===== config.mk =====
export PLATFORM = sky130hd
export DESIGN_NAME = multicycle_control_fsm
export DESIGN_NICKNAME = d
export VERILOG_FILES = /design/src/rtl/multicycle_control_fsm_pkg.sv /design/src/rtl/multicycle_control_fsm_mem_wait_timer.sv /design/src/rtl/multicycle_control_fsm.sv
export SDC_FILE = /design/constraint.sdc
export NUM_CORES = 1
export LEC_CHECK = 0
export ABC_AREA = 0
export ABC_CLOCK_PERIOD_IN_PS = 1900
export CELL_PAD_IN_SITES_DETAIL_PLACEMENT = 1
export CELL_PAD_IN_SITES_GLOBAL_PLACEMENT = 2
export CORE_MARGIN = 2
export CORE_UTILIZATION = 24
export CTS_CLUSTER_DIAMETER = 80
export DETAILED_ROUTE_END_ITERATION = 8
export HOLD_SLACK_MARGIN = 0.02
export PLACE_DENSITY_LB_ADDON = 0.2
export SLEW_MARGIN = 10
export SYNTH_ARGS = -nofsm -noshare
export SYNTH_HDL_FRONTEND = slang
export SYNTH_SLANG_ARGS = --single-unit

===== constraint.sdc =====
create_clock -name clk -period 1.9 [get_ports clk]
set_clock_uncertainty 0.15 [all_clocks]
set_input_delay 0.285 -clock clk [delete_from_list [all_inputs] [get_ports clk]]
set_output_delay 0.285 -clock clk [all_outputs]
set_load 0.05 [all_outputs]

===== src/rtl/multicycle_control_fsm_pkg.sv =====
// Shared types and encodings for the multi-cycle RV32I control FSM.
package multicycle_control_fsm_pkg;

  typedef enum logic [3:0] {
    ST_RST      = 4'd0,
    ST_FETCH    = 4'd1,
    ST_DECODE   = 4'd2,
    ST_EXEC_R   = 4'd3,
    ST_EXEC_I   = 4'd4,
    ST_ALU_WB   = 4'd5,
    ST_MEM_ADDR = 4'd6,
    ST_MEM_RD   = 4'd7,
    ST_MEM_WB   = 4'd8,
    ST_MEM_WR   = 4'd9,
    ST_BRANCH   = 4'd10,
    ST_LUI      = 4'd11,
    ST_TRAP     = 4'd12
  } state_t;

  localparam logic [6:0] OP_R      = 7'b0110011;
  localparam logic [6:0] OP_I      = 7'b0010011;
  localparam logic [6:0] OP_LOAD   = 7'b0000011;
  localparam logic [6:0] OP_STORE  = 7'b0100011;
  localparam logic [6:0] OP_BRANCH = 7'b1100011;
  localparam logic [6:0] OP_LUI    = 7'b0110111;

  localparam logic [2:0] ALUOP_ARITH  = 3'd0;
  localparam logic [2:0] ALUOP_LOAD   = 3'd1;
  localparam logic [2:0] ALUOP_STORE  = 3'd2;
  localparam logic [2:0] ALUOP_BRANCH = 3'd3;
  localparam logic [2:0] ALUOP_LUI    = 3'd4;

  localparam logic [1:0] SRCB_RS2  = 2'b00;
  localparam logic [1:0] SRCB_FOUR = 2'b01;
  localparam logic [1:0] SRCB_IMM  = 2'b10;

  localparam logic [1:0] CAUSE_NONE    = 2'b00;
  localparam logic [1:0] CAUSE_ILLEGAL = 2'b01;
  localparam logic [1:0] CAUSE_TIMEOUT = 2'b10;

  function automatic logic is_mem_state(state_t s);
    return (s == ST_FETCH) || (s == ST_MEM_RD) || (s == ST_MEM_WR);
  endfunction

endpackage


===== src/rtl/multicycle_control_fsm_mem_wait_timer.sv =====
// Memory wait counter: counts mem_ready-low cycles, flags the cycle on which the limit is hit.
module multicycle_control_fsm_mem_wait_timer #(
  parameter int WAIT_LIMIT = 16
) (
  input  logic clk,
  input  logic rst_n,
  input  logic clear,
  input  logic enable,
  output logic expired
);

  localparam int CNT_W = (WAIT_LIMIT > 0) ? $clog2(WAIT_LIMIT + 1) : 1;
  localparam logic [CNT_W-1:0] LAST = (WAIT_LIMIT > 0) ? CNT_W'(WAIT_LIMIT - 1) : '0;

  logic [CNT_W-1:0] count;

  always_ff @(posedge clk or negedge rst_n) begin
    if (!rst_n) begin
      count <= '0;
    end else if (clear) begin
      count <= '0;
    end else if (enable) begin
      count <= count + CNT_W'(1);
    end
  end

  // Fires on the WAIT_LIMIT-th consecutive low cycle, as the count reaches the limit.
  assign expired = (WAIT_LIMIT > 0) && enable && (count == LAST);

endmodule


===== src/rtl/multicycle_control_fsm.sv =====
// Multi-cycle RV32I control FSM: sequences fetch/decode/execute/memory/writeback, traps on
// illegal opcodes and memory timeouts.
//
// state    | meaning
// RST      | post-reset idle, all strobes low
// FETCH    | read instruction at PC; on ready load IR and PC+4
// DECODE   | compute branch target into ALUOut, dispatch on op
// EXEC_R   | ALU rs1 op rs2
// EXEC_I   | ALU rs1 op imm
// ALU_WB   | write ALUOut to rd
// MEM_ADDR | compute effective address
// MEM_RD   | data read, wait for ready
// MEM_WB   | write MDR to rd
// MEM_WR   | data write, wait for ready
// BRANCH   | compare, conditional PC load from ALUOut
// LUI      | pass immediate, write rd
// TRAP     | absorbing error state
module multicycle_control_fsm
  import multicycle_control_fsm_pkg::*;
#(
  parameter int ALUOP_W    = 3,
  parameter int WAIT_LIMIT = 16,
  parameter int ENABLE_LUI = 1
) (
  input  logic               clk,
  input  logic               rst_n,
  input  logic [6:0]         op,
  input  logic               zero,
  input  logic               mem_ready,
  output logic               mem_req,
  output logic               IorD,
  output logic               MemRead,
  output logic               MemWrite,
  output logic               IRWrite,
  output logic               PCWrite,
  output logic               Branch,
  output logic               PCSource,
  output logic               ALUSrcA,
  output logic [1:0]         ALUSrcB,
  output logic [ALUOP_W-1:0] ALUOp,
  output logic               MemToReg,
  output logic               RegWrite,
  output logic               trap,
  output logic [1:0]         trap_cause,
  output logic [3:0]         state_dbg
);

  state_t     state;
  logic       is_store;
  logic       in_mem;
  logic       wait_expired;
  logic [2:0] alu_code;
  logic       unused_zero;

  // zero only qualifies Branch in the external PC-load gate.
  assign unused_zero = zero;

  assign in_mem = is_mem_state(state);

  multicycle_control_fsm_mem_wait_timer #(
    .WAIT_LIMIT(WAIT_LIMIT)
  ) u_mem_wait_timer (
    .clk    (clk),
    .rst_n  (rst_n),
    .clear  (!in_mem || mem_ready),
    .enable (in_mem && !mem_ready),
    .expired(wait_expired)
  );

  always_ff @(posedge clk or negedge rst_n) begin
    if (!rst_n) begin
      state      <= ST_RST;
      is_store   <= 1'b0;
      trap       <= 1'b0;
      trap_cause <= CAUSE_NONE;
    end else begin
      case (state)
        ST_RST: state <= ST_FETCH;
        ST_FETCH: begin
          if (mem_ready) begin
            state <= ST_DECODE;
          end else if (wait_expired) begin
            state      <= ST_TRAP;
            trap       <= 1'b1;
            trap_cause <= CAUSE_TIMEOUT;
          end
        end
        ST_DECODE: begin
          is_store <= (op == OP_STORE);
          if (op == OP_R) begin
            state <= ST_EXEC_R;
          end else if (op == OP_I) begin
            state <= ST_EXEC_I;
          end else if (op == OP_LOAD || op == OP_STORE) begin
            state <= ST_MEM_ADDR;
          end else if (op == OP_BRANCH) begin
            state <= ST_BRANCH;
          end else if (op == OP_LUI && ENABLE_LUI != 0) begin
            state <= ST_LUI;
          end else begin
            state      <= ST_TRAP;
            trap       <= 1'b1;
            trap_cause <= CAUSE_ILLEGAL;
          end
        end
        ST_EXEC_R, ST_EXEC_I: state <= ST_ALU_WB;
        ST_MEM_ADDR: state <= is_store ? ST_MEM_WR : ST_MEM_RD;
        ST_MEM_RD: begin
          if (mem_ready) begin
            state <= ST_MEM_WB;
          end else if (wait_expired) begin
            state      <= ST_TRAP;
            trap       <= 1'b1;
            trap_cause <= CAUSE_TIMEOUT;
          end
        end
        ST_MEM_WR: begin
          if (mem_ready) begin
            state <= ST_FETCH;
          end else if (wait_expired) begin
            state      <= ST_TRAP;
            trap       <= 1'b1;
            trap_cause <= CAUSE_TIMEOUT;
          end
        end
        ST_ALU_WB, ST_MEM_WB, ST_BRANCH, ST_LUI: state <= ST_FETCH;
        ST_TRAP: state <= ST_TRAP;
        default: state <= ST_RST;
      endcase
    end
  end

  // Moore decode; IRWrite/PCWrite in FETCH are the only outputs qualified by mem_ready.
  always_comb begin
    mem_req  = 1'b0;
    IorD     = 1'b0;
    MemRead  = 1'b0;
    MemWrite = 1'b0;
    IRWrite  = 1'b0;
    PCWrite  = 1'b0;
    Branch   = 1'b0;
    PCSource = 1'b0;
    ALUSrcA  = 1'b0;
    ALUSrcB  = SRCB_RS2;
    alu_code = ALUOP_ARITH;
    MemToReg = 1'b0;
    RegWrite = 1'b0;
    case (state)
      ST_FETCH: begin
        mem_req  = 1'b1;
        MemRead  = 1'b1;
        ALUSrcB  = SRCB_FOUR;
        alu_code = ALUOP_LOAD;
        IRWrite  = mem_ready;
        PCWrite  = mem_ready;
      end
      ST_DECODE: begin
        ALUSrcB  = SRCB_IMM;
        alu_code = ALUOP_BRANCH;
      end
      ST_EXEC_R: ALUSrcA = 1'b1;
      ST_EXEC_I: begin
        ALUSrcA = 1'b1;
        ALUSrcB = SRCB_IMM;
      end
      ST_ALU_WB: RegWrite = 1'b1;
      ST_MEM_ADDR: begin
        ALUSrcA  = 1'b1;
        ALUSrcB  = SRCB_IMM;
        alu_code = is_store ? ALUOP_STORE : ALUOP_LOAD;
      end
      ST_MEM_RD: begin
        mem_req = 1'b1;
        MemRead = 1'b1;
        IorD    = 1'b1;
      end
      ST_MEM_WB: begin
        RegWrite = 1'b1;
        MemToReg = 1'b1;
      end
      ST_MEM_WR: begin
        mem_req  = 1'b1;
        MemWrite = 1'b1;
        IorD     = 1'b1;
      end
      ST_BRANCH: begin
        ALUSrcA  = 1'b1;
        alu_code = ALUOP_BRANCH;
        Branch   = 1'b1;
        PCSource = 1'b1;
      end
      ST_LUI: begin
        ALUSrcB  = SRCB_IMM;
        alu_code = ALUOP_LUI;
        RegWrite = 1'b1;
      end
      default: ;
    endcase
  end

  assign ALUOp     = ALUOP_W'(alu_code);
  assign state_dbg = state;

endmodule


==> results.cfg <==
[flow_run]
maxCapViolations = 0

[yosys]
synth-edff-count = 0
yosys_warnings = 0
synth_ff_type = sky130_fd_sc_hd__dfrtp_1
cell_area_synth_um2 = 948
asyncSetResetFlopFracSynth_pct = 100
syn_inst = 116
synth_xor_area_share_pct = 1.85
synthMuxAreaShare_pct = 1.19
synth_most_common_cell = sky130_fd_sc_hd__nor2_1
synth_cell_type_count = 38
synth.top_cells.by_count = 14 x sky130_fd_sc_hd__nor2_1, 13 x sky130_fd_sc_hd__dfrtp_1, 9 x sky130_fd_sc_hd__a21oi_1
post_synth_main_area_contributors = sky130_fd_sc_hd__dfrtp_1 34%, sky130_fd_sc_hd__nor2_1 5.5%, sky130_fd_sc_hd__nand2b_1 5.3%
syn-num-nets = 129
synthAdderAreaFrac_pct = 2.64
synth_top_cell_area_share_pct = 34.3
synth_simple_gate_area_share_pct = 28.8
postSynthRegisterBits = 13
post_synth.cell_area_avg_um2 = 8.18
synth_top_area_cell = sky130_fd_sc_hd__dfrtp_1
synth-compound-area-share_pct = 24.8
main_combinational_cell_family_by_area_after_synthesis = simple AND/OR/NAND/NOR gates
synth_sequential_area_ratio_pct = 34.3

[pwr]
leakage_nw = 0.863
power.density_cell_area_mw_per_mm2 = 1750
totalPowerFinal_mw = 3.58
irDropWorstVdd_v = 0.000659

[timing]
slew_viol_final = 0
slew_headroom_pct = 60.6
hold_viol = 0
timing.final.setup_violations = 2
crit_share_post_route_pct = 102
postLayoutSetupSlackWorst_ns = -0.0290
period_minus_slack_ns = 1.93
final.hold.worst_slack_ns = 0.262
rsz_0062_raised_after_global_routing = yes
finalSetupTns_ns = -0.0462
fmax_ghz = 0.518
max_slew.worst_pin.slew_ns = 0.589

[routing]
detail_route.wl_per_cell_um = 15.9
postRouteWirelength_um = 3630
detail-route-antenna-nets = 0
first_iter_violations = 25
drcViolationCount = 0
drt-pass1-iter-count = 4
detail_route.vias_per_cell = 5.11
num_vias = 1164

[run_status]
failed_checks = negative setup slack
run_status = finished, violations left

[clock_network]
clock_tree.buffer_depth = 2
clock-sinks = 13
ctsHtreeMaxLevel = 1
clk_pin_slew_ns = 0.06
cts_root_buffer = sky130_fd_sc_hd__clkbuf_8
holdBufCountCts = 0
worstSkewPairLatency_ns = 0.25
cts_made_buffers = 3
tritoncts = built

[layout]
multiInputGateArea_um2 = 751
antennaDiodeCount = 0
final_layout_net_count = 194
area.growth.synth_to_final_pct = 115
final_area_mm2 = 0.00204
layout.area.seq_um2 = 330
layout.filler_cells = 422
final_core_utilization_pct = 54.5
instances_no_fill = 228
layout-drive-gt1-share_pct = 53.9

[worst_setup_path]
cp_peak_stage_delay_ns = 0.45
setup.reg_to_reg.worst_slack_ns = 0.03
crit_path_start = state_dbg[1]
slowest_stage = sky130_fd_sc_hd__dfrtp_2
critPathLaunchType = flop
critical_path_class = reg -> out
worst-endpoint-required_ns = 1.46
reg2reg_depth = 6
critPathArrivalTime_ns = 1.49
critical_path_fanout_max = 6
rr_endpoint = state_dbg[1]
cp-end-kind = output port
worstPathBufferInverterCount = 2
path_delay_family = flip-flops
worst_r2r_startpoint = state_dbg[1]
cell_chain_critical_path = buf_4, mux2_4, a21o_4, buf_12

[floorplan]
design.portCount = 34
die_area_mm2 = 0.00447
starting_utilization_of_the_core_area_pct = 25.3
die_width_um = 66.9
core_area_mm2 = 0.00374
floorplan.die.height_um = 66.9
rows = 22

[grt]
via_count_of_the_first_global_routing_pass = 1033
globalRoute.totalOverflow = 0
maximum_number_of_pins_on_one_net_before_global_route_repair = 14
antenna_found_initial = 0
grt_pass1_wl_um = 5310
grt_usage_pct = 16.0

[placed_design]
gp_routability_congestion = 0.762
buffer_ports.inserted = 32
dp_slack_ns = -0.0645
post_dp_hpwl_um = 2450
post_dp_cell_area_mm2 = 0.00174
numPlacedInstances = 206

[worst_hold_path]
worstHoldPathType = in -> async
[area by class of cell]
| type | instances | area share [%] |
|---|---|---|
| timing repair buffer | 69 | 40.9 |
| multi-input combinational | 89 | 36.8 |
| sequential | 13 | 16.2 |
| tap | 48 | 2.94 |
| clock buffer | 4 | 2.21 |
| inverter | 5 | 1.04 |
[layer usage]
layer  up-vias  routed length (µm)  track usage [%]
met5         -                   0                0
met4         0                  29             3.06
met3         4                 173             2.70
met2        35                1820             26.0
met1       583                1600             22.2
li1        542                   -                -
[repair_timing]
action | CTS | global route
setup buffers | 6 | 12
setup endpoints to repair | 14 | 13
resized for setup | 11 | 27
pin swaps | 2 | 6
endpoints found under the hold margin | 0 | 0
[registers in the layout, indices dropped and copies added, names as in the netlist]
signal	cells
trap	1
state_dbg	4
is_store	1
u_mem_wait_timer.count	5
trap_cause	2
[layout by cell type, fill, tap and decap left out, types with 4 or more instances in the layout]
cell and instances:
sky130_fd_sc_hd__o21ai_0 4, sky130_fd_sc_hd__a21oi_1 7, sky130_fd_sc_hd__dfrtp_2 4, sky130_fd_sc_hd__nand2_1 6, sky130_fd_sc_hd__dfrtp_1 9, sky130_fd_sc_hd__nor2_2 4, sky130_fd_sc_hd__o21a_1 4, sky130_fd_sc_hd__nand2b_1 5
sky130_fd_sc_hd__buf_4 30, sky130_fd_sc_hd__buf_6 9, sky130_fd_sc_hd__inv_1 4, sky130_fd_sc_hd__clkdlybuf4s50_1 8, sky130_fd_sc_hd__nor2_1 9, sky130_fd_sc_hd__buf_12 20
[cell families (layout without fill, tap and decap cells)]
| kind of cell | count (synthesis) | in the layout |
|---|---|---|
| fa+ha+maj | 2 | 2 |
| mux | 1 | 1 |
| compound gates | 34 | 34 |
| buf+inv | 14 | 78 |
| simple gates | 50 | 50 |
| xor+xnor | 2 | 2 |
| flops | 13 | 13 |
[report_power, final]
group	internal, mW	switching (mW)
clock network	0.148	0.102
registers	0.343	0.0924
logic	1.43	1.46
total	1.92	1.66
[worst max path at each step]
stage	end	slack (ns)	depth (start not counted)
6_report	RegWrite	-0.03	4
4_1_cts	IorD	-0.04	5
3_3_place_gp	PCWrite	0.03	5
3_5_place_dp	state_dbg[3]	-0.06	6
2_1_floorplan	PCWrite	-0.30	4
5_1_grt	RegWrite	-0.07	5
Note: power is estimated with default switching activity, not from simulation.
